File: src/rtl/song_pkg.sv
// Shared types and default constants for the song player and its tone generator.
package song_pkg;

  localparam int unsigned NOTE_W   = 16;
  localparam int unsigned ADDR_W   = 5;
  localparam int unsigned SONG_LEN = 26;
  localparam int unsigned CLK_HZ   = 12_000_000;

  localparam logic [NOTE_W-1:0] REST_NOTE = '0;

  typedef enum logic [2:0] {
    IDLE,
    FETCH,
    LOAD,
    PLAY,
    GAP,
    DONE
  } state_e;

endpackage

File: src/rtl/tone_gen.sv
// Square-wave generator: counts one full note period and drives the first half high.
module tone_gen #(
  parameter int unsigned NOTE_W = song_pkg::NOTE_W
) (
  input  logic              clk,
  input  logic              rst_n,
  input  logic              enable,
  input  logic [NOTE_W-1:0] period,
  output logic              wave
);

  logic [NOTE_W-1:0] cnt_q, cnt_d;
  logic              audible_c;

  // Periods of 0 and 1 are rests: counter parked at 0, output silent.
  assign audible_c = period >= NOTE_W'(2);

  always_comb begin
    cnt_d = '0;
    if (enable && audible_c && (cnt_q != period - NOTE_W'(1))) begin
      cnt_d = cnt_q + NOTE_W'(1);
    end
  end

  always_ff @(posedge clk or negedge rst_n) begin
    if (!rst_n) begin
      cnt_q <= '0;
    end else begin
      cnt_q <= cnt_d;
    end
  end

  // Odd periods give floor(N/2) high cycles and ceil(N/2) low cycles.
  assign wave = enable && audible_c && (cnt_q < (period >> 1));

endmodule

File: src/rtl/song_player.sv
// Steps the song ROM, plays each note for a fixed duration followed by a silent gap.
module song_player #(
  parameter int unsigned NOTE_CYCLES = 3_000_000,
  parameter int unsigned GAP_CYCLES  = 600_000,
  parameter int unsigned SONG_LEN    = song_pkg::SONG_LEN,
  parameter int unsigned ADDR_W      = song_pkg::ADDR_W,
  parameter int unsigned NOTE_W      = song_pkg::NOTE_W
) (
  input  logic              clk,
  input  logic              rst_n,
  input  logic              start,
  input  logic              stop,
  input  logic [NOTE_W-1:0] note,
  output logic [ADDR_W-1:0] address,
  output logic              speaker,
  output logic              busy,
  output logic              done
);

  import song_pkg::*;

  localparam int unsigned DUR_MAX0  = (NOTE_CYCLES > GAP_CYCLES) ? NOTE_CYCLES : GAP_CYCLES;
  localparam int unsigned DUR_MAX   = (DUR_MAX0 > 1) ? DUR_MAX0 : 1;
  localparam int unsigned DUR_W     = (DUR_MAX > 1) ? $clog2(DUR_MAX) : 1;
  localparam int unsigned NOTE_LAST = NOTE_CYCLES - 1;
  localparam int unsigned GAP_LAST  = (GAP_CYCLES > 0) ? GAP_CYCLES - 1 : 0;
  localparam bit          HAS_GAP   = GAP_CYCLES > 0;

  state_e            state_q, state_d;
  logic [ADDR_W-1:0] address_q, address_d;
  logic [NOTE_W-1:0] note_q, note_d;
  logic [DUR_W-1:0]  dur_q, dur_d;
  logic              busy_q, busy_d;
  logic              done_q, done_d;
  logic              advance_c;

  always_comb begin
    state_d   = state_q;
    address_d = address_q;
    note_d    = note_q;
    dur_d     = dur_q;
    advance_c = 1'b0;

    // stop outranks start and every terminal count.
    if (stop && (state_q != IDLE)) begin
      state_d   = IDLE;
      address_d = '0;
      dur_d     = '0;
    end else begin
      unique case (state_q)
        IDLE: begin
          if (start && !stop) begin
            state_d   = FETCH;
            address_d = '0;
          end
        end
        FETCH: state_d = LOAD;
        LOAD: begin
          note_d  = note;
          dur_d   = '0;
          state_d = PLAY;
        end
        PLAY: begin
          if (dur_q == DUR_W'(NOTE_LAST)) begin
            dur_d = '0;
            if (HAS_GAP) state_d = GAP;
            else         advance_c = 1'b1;
          end else begin
            dur_d = dur_q + DUR_W'(1);
          end
        end
        GAP: begin
          if (dur_q == DUR_W'(GAP_LAST)) begin
            dur_d     = '0;
            advance_c = 1'b1;
          end else begin
            dur_d = dur_q + DUR_W'(1);
          end
        end
        DONE:    state_d = IDLE;
        default: state_d = IDLE;
      endcase
    end

    // Next-step decision after a note (and its gap) completes.
    if (advance_c) begin
      if (address_q == ADDR_W'(SONG_LEN - 1)) begin
        state_d = DONE;
      end else begin
        address_d = address_q + ADDR_W'(1);
        state_d   = FETCH;
      end
    end

    busy_d = state_d != IDLE;
    done_d = state_d == DONE;
  end

  always_ff @(posedge clk or negedge rst_n) begin
    if (!rst_n) begin
      state_q   <= IDLE;
      address_q <= '0;
      note_q    <= '0;
      dur_q     <= '0;
      busy_q    <= 1'b0;
      done_q    <= 1'b0;
    end else begin
      state_q   <= state_d;
      address_q <= address_d;
      note_q    <= note_d;
      dur_q     <= dur_d;
      busy_q    <= busy_d;
      done_q    <= done_d;
    end
  end

  tone_gen #(
    .NOTE_W (NOTE_W)
  ) u_tone_gen (
    .clk    (clk),
    .rst_n  (rst_n),
    .enable (state_q == PLAY),
    .period (note_q),
    .wave   (speaker)
  );

  assign address = address_q;
  assign busy    = busy_q;
  assign done    = done_q;

endmodule

File: config.mk
export PLATFORM = sky130hd
export DESIGN_NAME = song_player
export DESIGN_NICKNAME = d
export VERILOG_FILES = /design/src/rtl/song_pkg.sv /design/src/rtl/tone_gen.sv /design/src/rtl/song_player.sv
export SDC_FILE = /design/constraint.sdc
export NUM_CORES = 1
export LEC_CHECK = 0
export ABC_AREA = 1
export ABC_CLOCK_PERIOD_IN_PS = 4830
export BUFFER_PORTS_ARGS = -buffer_cell sky130_fd_sc_hd__buf_2
export CAP_MARGIN = 20
export CELL_PAD_IN_SITES_DETAIL_PLACEMENT = 1
export CELL_PAD_IN_SITES_GLOBAL_PLACEMENT = 2
export CORE_MARGIN = 2
export CORE_UTILIZATION = 38
export CTS_CLUSTER_DIAMETER = 80
export CTS_CLUSTER_SIZE = 24
export DETAILED_ROUTE_END_ITERATION = 8
export HOLD_SLACK_MARGIN = 0.08
export PLACE_DENSITY = 0.83
export REMOVE_ABC_BUFFERS = 1
export SETUP_SLACK_MARGIN = 0.02
export SLEW_MARGIN = 20
export SYNTH_ARGS = -nofsm -noshare
export SYNTH_HDL_FRONTEND = slang
export SYNTH_SLANG_ARGS = --single-unit
File: constraint.sdc
create_clock -name clk -period 4.83 [get_ports clk]
set_clock_uncertainty 0.2 [all_clocks]
set_input_delay 0.966 -clock clk [delete_from_list [all_inputs] [get_ports clk]]
set_output_delay 0.966 -clock clk [all_outputs]
set_load 0.1 [all_outputs]
==> Word-level counts from Yosys, hierarchy flattened <==
Index checks and enable logic that the tools add are counted.
{ "totals": {"reg_bits": 64, "out_inout_bits": 8, "word_cells": 53} }
{ "classes": {"add_sub_neg": 4, "magnitude_cmp": 2, "eq_ne": 9, "mux": 19, "n_bitwise": 1, "reduce_logical": 11} }
{ "ops": {"columns": ["cell", "n"], "rows": [
  ["$mux 22", 3],
  ["$pmux 22 s3", 1],
  ["$mux 5", 5],
  ["$add 22x1->22 const B", 1],
  ["$eq 22x20->1 const B", 1],
  ["$eq 22x22->1 const B", 1],
  ["$add 16x1->16 const B", 1],
  ["$ge 16x2->1 const B", 1],
  ["$lt 16x15->1", 1],
  ["$mux 16", 1],
  ["$ne 16x16->1", 1],
  ["$sub 16x1->16 const B", 1],
  ["$mux 3", 5],
  ["$pmux 3 s5", 1],
  ["$eq 3x2->1 const B", 2],
  ["$eq 3x3->1 const B", 2],
  ["$reduce_bool 3->1", 2],
  ["$add 5x1->5 const B", 1],
  ["$eq 5x5->1 const B", 1],
  ["$logic_and 1x1->1", 5],
  ["$reduce_bool 4->1", 1],
  ["$eq 3x1->1 const B", 1],
  ["$logic_not 3->1", 1],
  ["$mux 1", 3],
  ["other kinds (3)", 3]
]} }

==> Depth between registers and ports, before layout <==
Gate-level depths: netlist (run 1).
{ "logic_depth": {"ltp_word": 7, "ltp_mapped": 15, "mapped_depth_nobuf": 14} }

==> By module <==
Synthesis (run 1) repeated with hierarchy kept, for this count alone.
{ "hier_totals": {"hier_cells": 613, "area_unflattened_um2": 4615.7} }
{ "by_module_without_submodules": {"columns": ["module", "n_inst", "cells_each", "area_each_um2", "seq_area_each_um2"], "rows": [
  ["song_player", 1, 350, 2827.7, 1201.2],
  ["tone_gen", 1, 263, 1788.0, 400.4]
]} }

==> Least setup slack after synthesis (run 1) <==
No wires, ideal clock.
{ "synth_path": {"path_kind": "reg-to-output", "start": "register note_q[2]", "end": "output speaker", "arrival_ns": 1.822, "required_time_ns": 3.664, "path_slack_ns": 1.842, "stages_incl_launch_ff": 10, "cell_sequence": "dfrtp_1 -> inv_2 -> ha_1 -> o21ai_0 -> nand2_1 -> nand3_1 -> a21oi_1 -> o21ai_0 -> o211ai_1 -> inv_1"} }
{ "synth_between": {"elab_chain_len": 3, "word_cells_on_any_way": 4} }
{ "synth_lines": {"columns": ["element", "line", "source"], "rows": [
  ["start, declared", "song_player.sv:31", "logic [NOTE_W-1:0] note_q, note_d;"],
  ["start signal, assigned", "song_player.sv:110", "note_q <= note_d;"],
  ["$ge 16x2->1", "tone_gen.sv:16", "assign audible_c = period >= NOTE_W'(2);"],
  ["$logic_and 1x1->1", "tone_gen.sv:34", "assign wave = enable && audible_c && (cnt_q < (period >> 1));"],
  ["$logic_and 1x1->1 (*)", "tone_gen.sv:34", null],
  ["end, declared", "song_player.sv:15", "output logic speaker,"]
]} }
Mark *: on every way between the ends. The rest lies on a longest branch, timed or not.

==> Worst setup path in the final report (run 1) <==
Ends and elaborated chain as after synthesis.

==> results of run 1 <==
[area by class of cell]
class | count | area share [%]
clock buffer | 14 | 5.46
inverter | 84 | 6.29
multi-input combinational | 457 | 49.9
sequential | 64 | 31.9
tap | 143 | 3.57
timing repair buffer | 28 | 2.84
[metal layers]
| layer | wire, µm | vias up | part of all wire, % | GRT usage (%) |
|---|---|---|---|---|
| li1 | - | 2054 | - | - |
| met5 | 0 | - | 0 | 0 |
| met4 | 263 | 0 | 2.1 | 7.72 |
| met3 | 253 | 20 | 2.0 | 3.56 |
| met1 | 5550 | 1984 | 43 | 25.5 |
| met2 | 6710 | 37 | 53 | 39.9 |
[through the flow]
stage	cells	hold WS, ps
global route	790	370
global placement	776	310
detailed placement	776	319
CTS	790	331
finish	790	327
floorplan	605	285
[registers in the layout (all words and copies together), names as in the netlist]
register          count
u_tone_gen.cnt_q     16
state_q               3
done                  1
address               5
busy                  1
note_q               16
dur_q                22
[cells in the final DEF (no fill, tap or decap)]
| cell | netlist | layout |
|---|---|---|
| and3_1 | 1 | 1 |
| dfrtp_1 | 64 | 64 |
| nor3_1 | 19 | 19 |
| mux2i_1 | 1 | 1 |
| a21oi_1 | 25 | 25 |
| nor3_4 | 1 | 1 |
| o211ai_1 | 2 | 2 |
| nand2_2 | 6 | 7 |
| o31ai_1 | 1 | 1 |
| nand4_1 | 20 | 20 |
| clkbuf_1 | 2 | 2 |
| ha_1 | 20 | 20 |
| o2111ai_1 | 2 | 2 |
| nor4_1 | 6 | 6 |
| nor2_1 | 87 | 87 |
| inv_2 | 5 | 5 |
| nor3b_2 | 1 | 1 |
| nor2_4 | 6 | 6 |
| xor2_1 | 27 | 27 |
| buf_4 | 0 | 1 |
| clkbuf_16 | 0 | 9 |
| xnor2_1 | 14 | 14 |
| a211o_1 | 1 | 1 |
| nand2_4 | 1 | 1 |
| buf_2 | 0 | 27 |
| a21oi_2 | 1 | 1 |
| clkbuf_8 | 0 | 3 |
| o21ai_0 | 16 | 16 |
| nor2_2 | 3 | 3 |
| nand3_4 | 1 | 1 |
| nand3_1 | 45 | 45 |
| inv_1 | 79 | 79 |
| nor3_2 | 2 | 2 |
| nand2_1 | 133 | 132 |
| nand3b_1 | 8 | 8 |
| o21ai_1 | 2 | 2 |
| o22ai_1 | 5 | 5 |
[cells by family after synthesis]
kind of cell / after synthesis / synth area share [%]
DFF: 64 / 36.0
adders and majority gates: 20 / 5.62
buffers and inverters: 91 / 7.90
muxes: 1 / 0.225
xor gates and xnor gates: 41 / 8.06
and+or+nand+nor: 340 / 35.4
AOI/OAI and AO/OA: 55 / 6.83
[where the power goes]
group | switching, mW | total, mW | internal, mW
logic | 0.420 | 0.602 | 0.182
registers | 0.0936 | 0.704 | 0.611
clock network | 0.231 | 0.615 | 0.384
[how the worst max path moves through the flow]
| stage | endpoint | slack [ps] | start | cells past startpoint |
|---|---|---|---|---|
| after global routing | speaker | 1220 | note_q[2] | 10 |
| after CTS | speaker | 1370 | note_q[2] | 10 |
| after floorplan | speaker | 1840 | note_q[2] | 9 |
| after global placement | speaker | 1800 | note_q[2] | 10 |
| final | speaker | 1420 | note_q[2] | 10 |
| after detailed placement | speaker | 1770 | note_q[2] | 10 |
==> impl_metrics.ini, run 1 <==
[routing]
dr.pass1.iters = 4
routed_via_density = 5.18
routedWlPerCell_um = 16.2
wl_mm = 12.8
ant_nets = 0
drt-initial-drc-count = 166
route.detailed.drc = 0
vias = 4095

[clock_network]
cts_resized = 0
cts_setup_buffers = 0
root_buffer = clkbuf_16
cts_buffer_depth = 2
cts_tree = built
cts-buffers-inserted = 9
clk_latency_ps = 340
cts_hold_buf = 0
path_clk_slew_ps = 50
cts.sinks = 64
cts_max_level = 3

[die]
die_x_um = 112
rows = 39
core-area_mm2 = 0.0114
dieHeight_um = 112
io_pins = 28
start_util_pct = 39.0
dieArea_mm2 = 0.0126

[logic_synthesis]
synth_top_area_share_pct = 36.0
synth_top_area_cell = dfrtp_1
synth_cell_types = 36
ys.flop_type = dfrtp_1
avgSynthCellArea_um2 = 7.28
synth_common_cells = nand2_1, nor2_1, inv_1, dfrtp_1, nand3_1
synth-seq-cells = 64
synth-edff-count = 0
synthCells = 612
syn-cell-area_mm2 = 0.00445
synthArstFlopShare_pct = 100
yosysWarnings = 0
synth.area.top_cells = dfrtp_1, nand2_1, nor2_1
seq_area_frac_synth_pct = 36.0
yosysMostFrequentCell = nand2_1

[job]
cap_violations = 0

[timing]
fin_crit_sh_pct = 70.6
finalSetupViolCount = 0
slew_headroom_pct = 33.2
setup_tns_ps = 0
maxSlewViolCount = 0
rsz0062_at_grt = false
worst_pin_slew_ps = 1000
layout_setup_ws_ps = 1420
finalCriticalPeriod_ps = 3410
hold_violations = 0
fmax_mhz = 293

[power]
fin_total_pwr_mw = 1.92
vdd.ir_drop.worst_mv = 0.215
p_leak_nw = 2.36
p_per_area_mw_per_mm2 = 383

[worst_setup_path]
crit_buf_inv = 3
end_kind = output pin
rrSetupSlack_ps = 2410
start_kind = flop
worstPathRequired_ps = 3660
critPathMostFrequentCell = o21ai_0
critical_path_class = flop to output pin
crit_slowest_cell = dfrtp_1
r2r_cells = 10
cp.arrival_ps = 2250
critPathTopFamily = buffers and inverters
reg2reg_from = note_q[0]
critical-path-max-stage-delay_ps = 440
cp_max_fo = 6
timing.rr.end = u_tone_gen.cnt_q[8]
path_cells = inv_2, ha_1, o21ai_0, nand2_1, nand3_1, a21oi_1, o21ai_0, o211ai_1, inv_1, buf_2

[grt]
grt_use_total_pct = 21.7
grt_pass1_wl_mm = 21.7
antenna_found_initial = 0
grt_max_degree = 42
first_global_vias = 4424
grt_overflow = 0

[worst_hold_path]
whs_path_depth = 1
worstHoldStart = address[3]
hold_path.class = flop to flop
hold_end = address[3]

[placed_design]
place_ws_ps = 1770
placed_cell_area_mm2 = 0.00474
dp_hpwl_mm = 9.96
port_buffers = 27
gp_congestion = 0.823

[final_layout]
multi_input_comb_area_mm2 = 0.00250
finalCoreUtilization_pct = 43.9
regArea_mm2 = 0.00160
drive_gt1_share_pct = 10.5
fin_nets = 684
final_area_mm2 = 0.00501
antenna_cells = 0
fill_cells = 1459
syn_to_final_growth_pct = 12.6

[outcome]
status = complete, no violations
Note: power is estimated with default switching activity, not from simulation.
==> inputs of run 2 (changes only) <==
- ABC_CLOCK_PERIOD_IN_PS: 4830 -> 3560
- CORE_UTILIZATION: 38 -> 36
- PLACE_DENSITY: 0.83 -> 0.79
- clock period: 4.83 -> 3.56 ns (I/O delays scaled with it)
==> impl_metrics.ini, run 2 (synthesized netlist as in run 1, its figures left out) <==
[outcome]
status = complete, no violations

[routing]
dr.pass1.iters = 5
topRoutingLayerUsed = met4
wl_met3_um = 298
route.detailed.drc = 0
vias = 4109
wl_met2_mm = 6.43
ant_nets = 0
routed_via_density = 5.02
wl_mm = 12.5
routedWlPerCell_um = 15.3
drt-initial-drc-count = 116
wl_met1_mm = 5.52

[placed_design]
port_buffers = 27
gp_congestion = 0.836
post-place-cells = 803
place_ws_ps = 759
dp_hpwl_mm = 9.85

[final_layout]
syn_to_final_growth_pct = 13.7
fin_nets = 686
final_cells = 818
regArea_mm2 = 0.00160
multi_input_comb_area_mm2 = 0.00250
top_regs = dur_q (22), note_q (16), u_tone_gen.cnt_q (16)
layout_commonest_cell = nand2_1
drive_gt1_share_pct = 11.1
regMostFlops = dur_q
largest_reg_flops = 22
fill_cells = 1542
antenna_cells = 0
layout_common_cells = nand2_1, nor2_1, inv_1

[timing]
finalCriticalPeriod_ps = 3130
setup_tns_ps = 0
fmax_mhz = 319
maxSlewViolCount = 0
rsz0062_at_grt = false
layout_setup_ws_ps = 427
slew_headroom_pct = 58.8
finalSetupViolCount = 0
hold_violations = 0
fin_crit_sh_pct = 88.0
worst_pin_slew_ps = 615

[die]
core-area_mm2 = 0.0121
dieArea_mm2 = 0.0133
io_pins = 28
start_util_pct = 36.9
dieHeight_um = 115
die_x_um = 115
rows = 40

[worst_setup_path]
critical_path_class = flop to output pin
critPathMostFrequentCell = o21ai_0
path_cells = inv_2, ha_1, o21ai_0, nand2_1, nand3_1, a21oi_1, o21ai_0, o211ai_1, inv_1, buf_2
cp_max_fo = 6
critPathTopFamily = buffers and inverters
cp.arrival_ps = 2220
critical-path-max-stage-delay_ps = 420
crit_slowest_cell = dfrtp_1
worstPathRequired_ps = 2650
end_kind = output pin
start_kind = flop
crit_buf_inv = 3

[grt]
antenna_found_initial = 0
grt_max_degree = 33
first_global_vias = 4387
grt_pass1_wl_mm = 21.3
grt_overflow = 0
grt_use_total_pct = 20.8

[clock_network]
cts_tree = built
cts_max_level = 3
cts_buffer_depth = 2
path_clk_slew_ps = 50
cts_setup_buffers = 0
cts.sinks = 64
clk_latency_ps = 340
cts_resized = 0
root_buffer = clkbuf_16
cts-buffers-inserted = 9
cts_hold_buf = 0

[power]
p_leak_nw = 2.36
p_per_area_mw_per_mm2 = 514
vdd.ir_drop.worst_mv = 0.233

[job]
cap_violations = 0

[worst_hold_path]
hold_path.class = input port to async pin
==> run 2: cell count changes in the layout (fill, tap and decap cells not counted) <==
cell        change
buf_4           +2
clkbuf_1        -1
clkinv_2        +2
clkinvlp_4      +1
clkbuf_8        -1
==> run 2: worst paths after layout <==
check                      slack (ps)              endpoint  cells past startpoint                start
max in group asynchronous        2270            state_q[0]                      2                rst_n
min in group clk                  340   u_tone_gen.cnt_q[0]                      1  u_tone_gen.cnt_q[0]
min                               170             note_q[0]                      1                rst_n
max reg2reg                      1150  u_tone_gen.cnt_q[13]                     10            note_q[1]
min reg2reg                       340   u_tone_gen.cnt_q[0]                      1  u_tone_gen.cnt_q[0]
max                               430               speaker                     10            note_q[2]
==> run 2: final cells by class <==
class / count / area share (%)
Tap cell: 168 / 4.15
Sequential cell: 64 / 31.6
Timing Repair Buffer: 30 / 3.11
Clock inverter: 3 / 0.346
Multi-Input combinational cell: 457 / 49.4
Clock buffer: 12 / 5.07
Inverter: 84 / 6.23
==> run 2: per-layer routing <==
| metal | GRT usage, % | up-vias |
|---|---|---|
| met5 | 0 | - |
| met4 | 8.35 | 0 |
| met3 | 3.80 | 17 |
| met2 | 37.6 | 43 |
| met1 | 24.1 | 1989 |
| li1 | - | 2060 |
==> run 2: worst reg2reg max path, cell delays in order, from the launching register on <==
cell and delay (ps):
dfrtp_1 430, inv_1 150, ha_1 260, nand3_4 140
nor2_2 220, xor2_1 170, nand3_1 90, nor3_1 230
nand2_1 150, nand2_4 190, nor2_1 80
==> run 2: power by group <==
group,switching (mW),internal [mW]
Clock,0.328,0.503
Combinational,0.568,0.248
Sequential,0.125,0.828
==> run 2: stage by stage <==
stage	hold WS (ps)	util, %	power (mW)	cell area [µm²]
after floorplan	216	-	1.54	4420
after global placement	317	39.7	1.77	4780
after detailed placement	332	39.7	1.79	4780
after CTS	187	41.9	2.64	5060
after global routing	201	42.0	2.80	5060
final	171	42.0	2.60	5060
==> inputs of run 3 (changes only) <==
- GPL_TIMING_DRIVEN: default -> 0
==> impl_metrics.ini, run 3 (synthesized netlist as in run 1, its figures left out) <==
[grt]
grt_pass1_wl_mm = 20.6
grt_overflow = 0
first_global_vias = 4377
grt_max_degree = 55
grt_use_total_pct = 20.0
antenna_found_initial = 0

[worst_hold_path]
whs_path_depth = 1
hold_path.class = flop to flop
hold_end = u_tone_gen.cnt_q[0]
worstHoldStart = u_tone_gen.cnt_q[0]

[worst_setup_path]
critPathTopFamily = buffers and inverters
crit_buf_inv = 3
crit_slowest_cell = dfrtp_1
timing.rr.end = dur_q[19]
reg2reg_from = dur_q[0]
worstPathRequired_ps = 2650
cp.arrival_ps = 2260
critical_path_class = flop to output pin
end_kind = output pin
r2r_cells = 10
start_kind = flop
critical-path-max-stage-delay_ps = 440
rrSetupSlack_ps = 1120
critPathMostFrequentCell = o21ai_0
path_cells = inv_2, ha_1, o21ai_0, nand2_1, nand3_1, a21oi_1, o21ai_0, o211ai_1, inv_1, buf_2
cp_max_fo = 6

[routing]
dr.pass1.iters = 4
wl_mm = 12.3
routedWlPerCell_um = 15.1
drt-initial-drc-count = 119
route.detailed.drc = 0
ant_nets = 0
routed_via_density = 5.02
vias = 4105

[die]
rows = 40
core-area_mm2 = 0.0121
dieArea_mm2 = 0.0133
io_pins = 28
dieHeight_um = 115
die_x_um = 115
start_util_pct = 36.9

[clock_network]
cts_resized = 0
cts_tree = built
cts.sinks = 64
path_clk_slew_ps = 50
clk_latency_ps = 340
root_buffer = clkbuf_16
cts_max_level = 3
cts_buffer_depth = 2
cts-buffers-inserted = 9

[timing]
finalSetupViolCount = 0
fmax_mhz = 316
worst_pin_slew_ps = 1040
maxSlewViolCount = 0
finalCriticalPeriod_ps = 3170
fin_crit_sh_pct = 89.0
setup_tns_ps = 0
slew_headroom_pct = 30.2
layout_setup_ws_ps = 391
hold_violations = 0
rsz0062_at_grt = false

[placed_design]
port_buffers = 27
gp_congestion = 0.854
place_ws_ps = 733
dp_hpwl_mm = 9.64

[final_layout]
top_regs = dur_q (22), note_q (16), u_tone_gen.cnt_q (16)
largest_reg_flops = 22
syn_to_final_growth_pct = 15.0
layout_common_cells = nand2_1, nor2_1, inv_1
fin_nets = 685
fill_cells = 1499
drive_gt1_share_pct = 10.8
regMostFlops = dur_q
layout_commonest_cell = nand2_1
antenna_cells = 0

[power]
vdd.ir_drop.worst_mv = 0.229
p_per_area_mw_per_mm2 = 529
p_leak_nw = 2.39

[job]
cap_violations = 0

[outcome]
status = complete, no violations
==> run 3: cell count changes in the layout (fill, tap and decap cells not counted), sizes merged <==
cell,previous run,this run
dlygate4sd3,0,1
buf,30,28
clkinv,2,1
clkbuf,12,14
clkinvlp,1,0
bufinv,0,1
==> run 3: worst max path at each step <==
stage               startpoint  slack (ps)  cells after the start  endpoint
floorplan            note_q[2]         830                      9   speaker
detailed placement   note_q[2]         730                     10   speaker
CTS                  note_q[2]         350                     10   speaker
global route         note_q[2]         210                     10   speaker
global placement     note_q[2]         760                     10   speaker
finish               note_q[2]         390                     10   speaker
==> run 3: stage by stage <==
step	cell area (µm²)	utilization, %	total power, mW	instances	hold slack [ps]
2_1_floorplan	4420	-	1.54	605	216
3_3_place_gp	4760	39.5	1.76	800	317
3_5_place_dp	4790	39.7	1.79	801	327
4_1_cts	5120	42.5	2.76	818	334
5_1_grt	5120	42.5	2.91	818	371
6_report	5120	42.5	2.71	818	323
==> run 3: final cells by class <==
class / instances / area [µm²] / share of cell area (%)
Timing Repair Buffer: 29 / 175 / 3.42
Inverter: 84 / 315 / 6.16
Multi-Input combinational cell: 457 / 2500 / 48.8
Tap cell: 168 / 210 / 4.10
Sequential cell: 64 / 1600 / 31.3
Clock inverter: 2 / 35.0 / 0.684
Clock buffer: 14 / 284 / 5.55
==> run 3: power by group <==
part	internal, mW	total, mW	switching (mW)
clock	0.618	0.942	0.324
combinational	0.250	0.805	0.555
sequential	0.828	0.961	0.133
==> run 3: layer usage <==
layer / global-route usage, % / wire [µm] / share of wire [%] / vias up
li1: - / - / - / 2060
met1: 22.8 / 5500 / 45 / 1983
met2: 36.7 / 6320 / 51 / 42
met3: 3.95 / 253 / 2.1 / 20
met4: 7.87 / 260 / 2.1 / 0
met5: 0 / 0 / 0 / -
==> run 3: repair_timing <==
action                                 in CTS  in global routing
buffers inserted                            0                  0
endpoints found under the hold margin      10                  0
hold buffers                                1                  0
